**src/rtl/mem_ctrl_pkg.sv**
```systemverilog
// mem_ctrl_pkg
// Shared definitions for the memory request controller.
// The FSM state encoding is fixed so that debug tools and neighbouring
// blocks can decode the state register directly:
//   IDLE  = 2'd0  waiting for a core request
//   WRITE = 2'd1  driving a one-cycle store strobe
//   READ  = 2'd2  holding rden while the read latency elapses
//   RESP  = 2'd3  presenting load data until the consumer takes it
package mem_ctrl_pkg;

  typedef enum logic [1:0] {
    IDLE  = 2'd0,
    WRITE = 2'd1,
    READ  = 2'd2,
    RESP  = 2'd3
  } state_t;

endpackage

```
**src/rtl/mem_req_ctrl.sv**
```systemverilog
// mem_req_ctrl
// Request controller placed directly upstream of memory_unit. It accepts one
// load/store at a time over a valid/ready handshake and drives the memory
// strobes, address and write data from registered state. Load data is sampled
// from mem_q after RD_LAT cycles of rden and returned over a valid/ready
// response channel. Stores are posted and produce no response.
//
// Parameters:
//   MEMSIZE  - address width (matches memory_unit)
//   WORDSIZE - data width (matches memory_unit)
//   RD_LAT   - cycles rden is held before mem_q is sampled (>= 1)
// Ports:
//   clk, rst                           - clock, async active-high reset
//   req_valid/req_ready                - request handshake
//   req_we, req_addr, req_wdata        - request kind, address, store data
//   resp_valid/resp_ready, resp_rdata  - load response channel
//   mem_wren, mem_rden, mem_addr, mem_d - to memory_unit
//   mem_q                              - from memory_unit
module mem_req_ctrl
  import mem_ctrl_pkg::*;
#(
  parameter int MEMSIZE  = 16,
  parameter int WORDSIZE = 4,
  parameter int RD_LAT   = 1
) (
  input  logic                clk,
  input  logic                rst,
  input  logic                req_valid,
  output logic                req_ready,
  input  logic                req_we,
  input  logic [MEMSIZE-1:0]  req_addr,
  input  logic [WORDSIZE-1:0] req_wdata,
  output logic                resp_valid,
  input  logic                resp_ready,
  output logic [WORDSIZE-1:0] resp_rdata,
  output logic                mem_wren,
  output logic                mem_rden,
  output logic [MEMSIZE-1:0]  mem_addr,
  output logic [WORDSIZE-1:0] mem_d,
  input  logic [WORDSIZE-1:0] mem_q
);

  // Counter only has to reach RD_LAT-1, so this width can never wrap.
  localparam int CW = $clog2(RD_LAT + 1);
  localparam logic [CW-1:0] LAST = CW'(RD_LAT - 1);

  state_t        state_r;
  state_t        state_s;
  logic [CW-1:0] cnt_r;
  logic          accept_s;
  logic          rd_done_s;

  assign accept_s  = (state_r == IDLE) && req_valid;
  assign rd_done_s = (state_r == READ) && (cnt_r == LAST);

  // State register; reset returns to IDLE so all decoded outputs settle at once.
  always_ff @(posedge clk or posedge rst) begin
    if (rst) begin
      state_r <= IDLE;
    end else begin
      state_r <= state_s;
    end
  end

  // Next-state logic.
  always_comb begin
    state_s = state_r;
    case (state_r)
      IDLE: begin
        if (req_valid) begin
          state_s = req_we ? WRITE : READ;
        end else begin
          state_s = IDLE;
        end
      end
      WRITE: state_s = IDLE;
      READ: begin
        if (cnt_r == LAST) begin
          state_s = RESP;
        end else begin
          state_s = READ;
        end
      end
      RESP: begin
        if (resp_ready) begin
          state_s = IDLE;
        end else begin
          state_s = RESP;
        end
      end
      default: state_s = IDLE;
    endcase
  end

  // Output decode purely from the state register, so the strobes are
  // mutually exclusive and follow reset asynchronously.
  always_comb begin
    req_ready  = 1'b0;
    mem_wren   = 1'b0;
    mem_rden   = 1'b0;
    resp_valid = 1'b0;
    case (state_r)
      IDLE:    req_ready  = 1'b1;
      WRITE:   mem_wren   = 1'b1;
      READ:    mem_rden   = 1'b1;
      RESP:    resp_valid = 1'b1;
      default: req_ready  = 1'b0;
    endcase
  end

  // Datapath: request capture, read-latency counter and load-data capture.
  // mem_d is captured on loads too; memory ignores it when wren is low.
  always_ff @(posedge clk or posedge rst) begin
    if (rst) begin
      mem_addr   <= '0;
      mem_d      <= '0;
      resp_rdata <= '0;
      cnt_r      <= '0;
    end else begin
      if (accept_s) begin
        mem_addr <= req_addr;
        mem_d    <= req_wdata;
        cnt_r    <= '0;
      end else if ((state_r == READ) && !rd_done_s) begin
        cnt_r <= cnt_r + CW'(1);
      end else begin
        cnt_r <= cnt_r;
      end
      if (rd_done_s) begin
        resp_rdata <= mem_q;
      end else begin
        resp_rdata <= resp_rdata;
      end
    end
  end

endmodule

```
**config.mk**
```make
export PLATFORM = sky130hd
export DESIGN_NAME = mem_req_ctrl
export DESIGN_NICKNAME = d
export VERILOG_FILES = /design/src/rtl/mem_ctrl_pkg.sv /design/src/rtl/mem_req_ctrl.sv
export SDC_FILE = /design/constraint.sdc
export NUM_CORES = 1
export LEC_CHECK = 0
export ABC_AREA = 1
export ABC_CLOCK_PERIOD_IN_PS = 3300
export CAP_MARGIN = 20
export CORE_MARGIN = 2
export CORE_UTILIZATION = 42
export DETAILED_ROUTE_END_ITERATION = 16
export GPL_TIMING_DRIVEN = 0
export PLACE_DENSITY = 0.8
export SYNTH_ARGS = -nofsm -noshare
export SYNTH_HDL_FRONTEND = slang
export SYNTH_SLANG_ARGS = --single-unit
export TNS_END_PERCENT = 20
```
**constraint.sdc**
```tcl
create_clock -name clk -period 3.3 [get_ports clk]
set_clock_uncertainty 0.2 [all_clocks]
set_input_delay 0.495 -clock clk [delete_from_list [all_inputs] [get_ports clk]]
set_output_delay 0.495 -clock clk [all_outputs]
set_load 0.01 [all_outputs]
```
Yosys cells after proc, flatten, opt, wreduce, memory -nomap -nowiden
Cells that the tools add are included.
- flip-flop bits (word level): 27
- bits of input ports: 29
- output and inout port bits: 28
- logic and storage cells: 27
- add/subtract/negate cells: 1
- equality and inequality tests: 3
- multiplexer cells: 11
- bitwise gates (word level): 1
- reductions and logical operators: 6
- operators with widths (cell ; number):
    2-bit case mux with 4 select lines ; 1
    1-bit two-way mux ; 7
    2-bit two-way mux ; 3
    2-bit == test, second input constant ; 2
    1-bit logical AND ; 3
    2-bit by 1-bit == test with 1-bit output, second input constant ; 1
    2-bit logical NOT ; 1
    2-bit nonzero test ; 1
    1-bit adder, second input constant ; 1
    1-bit logical NOT ; 1
    1-bit inverter ; 1

Longest topological paths before layout
- depth in word-level cells: 6
- depth in mapped cells: 5
- gate-level depth less buffers: 4

Least setup slack after synthesis
OpenSTA, ideal clock, no wires.
- kind: register -> output
- start point: register state_r[0]
- end point: output mem_rden
- arrival: 0.754 ns
- data required time: 2.605 ns
- path slack: 1.851 ns
- stages on the path, launching flop included: 4
- buffers on the path: 0
- cell sequence: dfrtp_1 -> inv_1 -> nand2_1 -> inv_1
- word-level cells in the longest chain between the ends: 2
- ends and longest elaborated chain (item ; line ; text):
    from (decl) ; mem_req_ctrl.sv:47 ; state_t state_r;
    from (signal assigned) ; mem_req_ctrl.sv:61 ; state_r <= state_s;
    2-bit == test ; mem_req_ctrl.sv:102 ; case (state_r)
    1-bit two-way mux ; mem_req_ctrl.sv:102 ;
    to (decl) ; mem_req_ctrl.sv:37 ; output logic mem_rden,
Every way passes these cells.

Worst setup path after layout
- start point: register state_r[0]
- end point: output req_ready
- word-level cells in the longest chain between the ends: 2
- ends and longest elaborated chain (item ; line ; text):
    2-bit logical NOT ; mem_req_ctrl.sv:102 ;
    1-bit two-way mux ; mem_req_ctrl.sv:102 ;
    to (decl) ; mem_req_ctrl.sv:29 ; output logic req_ready,
Every way passes these cells.

==> metrics.md <==
| Metric | Value |
|---|---|
| Status | `completed` |
| Placed cell area | `0.001755 mm²` |
| Critical Path AT | `1.70 ns` |
| CP top delay family | `buffers and inverters` |
| Critical Path End Type | `primary output` |
| TNS Setup | `0 ns` |
| Worst Max-Slew Pin Slew | `0.5402 ns` |
| DP Worst Slack | `1.271 ns` |
| Placed wire-length estimate | `2152 µm` |
| WP buf/inv | `2` |
| Nets | `220` |
| Pin count of the biggest net entering global routing | `28` |
| Crit path capture | `req_ready` |
| FF-to-FF Start | `state_r[0]` |
| First-pass GRT wire length | `4692 µm` |
| CTS root buf | `clkbuf_4` |
| Synthesized area per cell | `8.962 µm²` |
| Die height | `56.47 µm` |
| 1st-iter DRT viols | `24` |
| Max Freq | `0.4183 GHz` |
| Fin area | `0.001809 mm²` |
| Setup violations, final | `0` |
| Largest area contributor in the netlist | `dfrtp_1` |
| Pleak | `0.9025 nW` |
| Synth Instances | `129` |
| DRC Markers | `0` |
| Worst r2r path cells | `5` |
| Number of global-route vias before repair | `1102` |
| Peak VDD IR | `~0.57 mV` |
| Area growth, synth to finish | `56.49%` |
| Die area | `roughly 0.0032 mm²` |
| Std cell rows | `19` |
| Syn Nets | `~160` |
| CTS tree | `yes` |
| Port buffer count | `56` |
| CTS max path bufs | `2` |
| Worst setup path startpoint | `state_r[0]` |
| Global route overflow | `0` |
| Initial Utilization | `0.4304` |
| Crit-path max cell delay | `0.53 ns` |
| Tot GR Track Use | `0.1914` |
| Rel. slew slack | `0.6395` |
| Post-Layout Cell Count | `221` |
| CP required | `approximately 2.6 ns` |
| Yosys top cell area share | `0.5844` |
| Final Slew Violations | `0` |
| Synth Register Bits | `27` |
| I/O pin total | `57` |
| Period utilization | `0.7244` |
| R2R Setup Slk | `roughly 2 ns` |
| Worst-path clk slew | `0.13 ns` |
| Initial antenna violation count | `0` |
| # Max-Cap Violations | `0` |
| Worst reg2reg path endpoint | `mem_addr[14]` |
| Post-synth EDFFs | `0` |
| Routed WL | `2832 µm` |
| Number of H-tree levels | `1` |
| Final core occ | `0.6735` |
| CP Launch Type | `register` |
| WS Path Type | `register to primary output` |
| Most frequent cells after synthesis | `nand2_1 (54), dfrtp_1 (27), nand3_1 (22)` |
| Clk_lat worst skew | `~0.32 ns` |
| RSZ-0062 raised after global routing | `no` |
| Asr flop ratio synth | `1.000` |
| Power per Cell Area | `855.4 mW/mm²` |
| Post-cts resize count | `0` |
| Final Hold Vio Count | `0` |
| 1st-pass router iterations | `4` |
| Share of layout cells above drive strength 1 | `0.07368` |
| Synth area leaders | `dfrtp_1 (58%), nand2_1 (18%), nand3_1 (9.5%), buf_6 (3.9%), inv_1 (2.6%)` |
| Post CTS Setup Buffer Count | `0` |
| Cells along the critical path | `nor2_4, buf_6, clkdlybuf4s50_1` |
| Die W | `56.47 µm` |
| Ys flop type | `dfrtp_1` |
| Synth Warn # | `0` |
| Via density | `about 5` |
| Crit-path max FO | `10` |
| Register area share after synthesis | `0.5844` |
| Fin worst setup slack | `0.9094 ns` |
| Core ar. | `0.002686 mm²` |
| Placer Congestion | `0.7197` |
| Hold buffer count at CTS | `0` |
| Mapped cell area | `roughly 0.0012 mm²` |
| Number of buffers created by CTS | `3` |
| Clk sinks | `27` |
| Placed Instances | `216` |
| Wire per inst | `12.81 µm` |
| Count leader, synth | `nand2_1` |
| Crit path depth | `3` |
| CP max stage cell | `clkdlybuf4s50_1` |
| Min cycle time layout | `2.391 ns` |
| Antenna-violating nets left | `0` |
| Unique masters post-synth | `13` |
| Vias | `1105` |
| Diode count | `0` |
| Hold Path Class | `register to register` |
[through the flow]
step / hold slack, ns / power, W
2_1_floorplan: 0.2851 / 0.0009731
6_report: 0.2893 / 0.001548
5_1_grt: 0.3130 / 0.001666
3_5_place_dp: 0.2582 / 0.001415
4_1_cts: 0.2920 / 0.001562
3_3_place_gp: 0.2529 / 0.001383
[cell type report]
| type | count | area (µm²) |
|---|---|---|
| multi-input combinational | 87 | 390.4 |
| tap | 31 | 38.79 |
| timing repair buffer | 57 | 588.1 |
| fill | 237 | 877.1 |
| inverter | 8 | 30.03 |
| buffer | 7 | 60.06 |
| sequential | 27 | 675.6 |
| clock buffer | 4 | 26.28 |
[cell families (layout without fill, tap and decap cells)]
family | Yosys count | count (layout) | synth area share
AND/OR/NAND/NOR | 86 | 86 | 0.3333
flip-flops | 27 | 27 | 0.5844
buffers and inverters | 15 | 76 | 0.07792
AO/OA/AOI/OAI | 1 | 1 | 0.004325
[layout by cell type (no fill, tap or decap), drive strengths merged]
master / synthesis / layout
buf: 7 / 8
clkbuf: 0 / 4
clkdlybuf4s50: 0 / 56
dfrtp: 27 / 27
inv: 8 / 8
nand2: 55 / 55
nand3: 23 / 23
nand3b: 1 / 1
nand4: 4 / 4
nor2: 3 / 3
o21ai: 1 / 1
[worst min-delay path: stages, from the launching register on]
cell,delay (ns)
dfrtp_1,0.37
nand2_1,0.05
nand2_1,0.05
[routing by layer]
layer / part of all wire / GRT usage
met5: 0 / 0
met4: 0.016 / 0.07143
met3: 0.11 / 0.06221
met2: 0.50 / 0.3189
met1: 0.37 / 0.2296
[power breakdown]
| part | switching, W | leakage (nW) | internal [W] |
|---|---|---|---|
| Clock | 0.0000944 | 0.0150 | 0.0000474 |
| Combinational | 0.000384 | 0.552 | 0.000447 |
| Sequential | 0.0000923 | 0.336 | 0.000483 |
| Total | 0.000570 | 0.902 | 0.000977 |
[state kept, by name, summed over array words and instances, names as in the netlist]
register    flops
cnt_r           1
resp_rdata      4
mem_addr       16
mem_d           4
state_r         2
[worst min path at each step]
stage               cells after the start          from            to
floorplan                               2         cnt_r         cnt_r
global placement                        2  mem_addr[13]  mem_addr[13]
detailed placement                      2   mem_addr[2]   mem_addr[2]
CTS                                     2  mem_addr[13]  mem_addr[13]
global route                            2  mem_addr[12]  mem_addr[12]
finish                                  2   mem_addr[2]   mem_addr[2]
No activity file was read; power rests on OpenSTA's default activity.
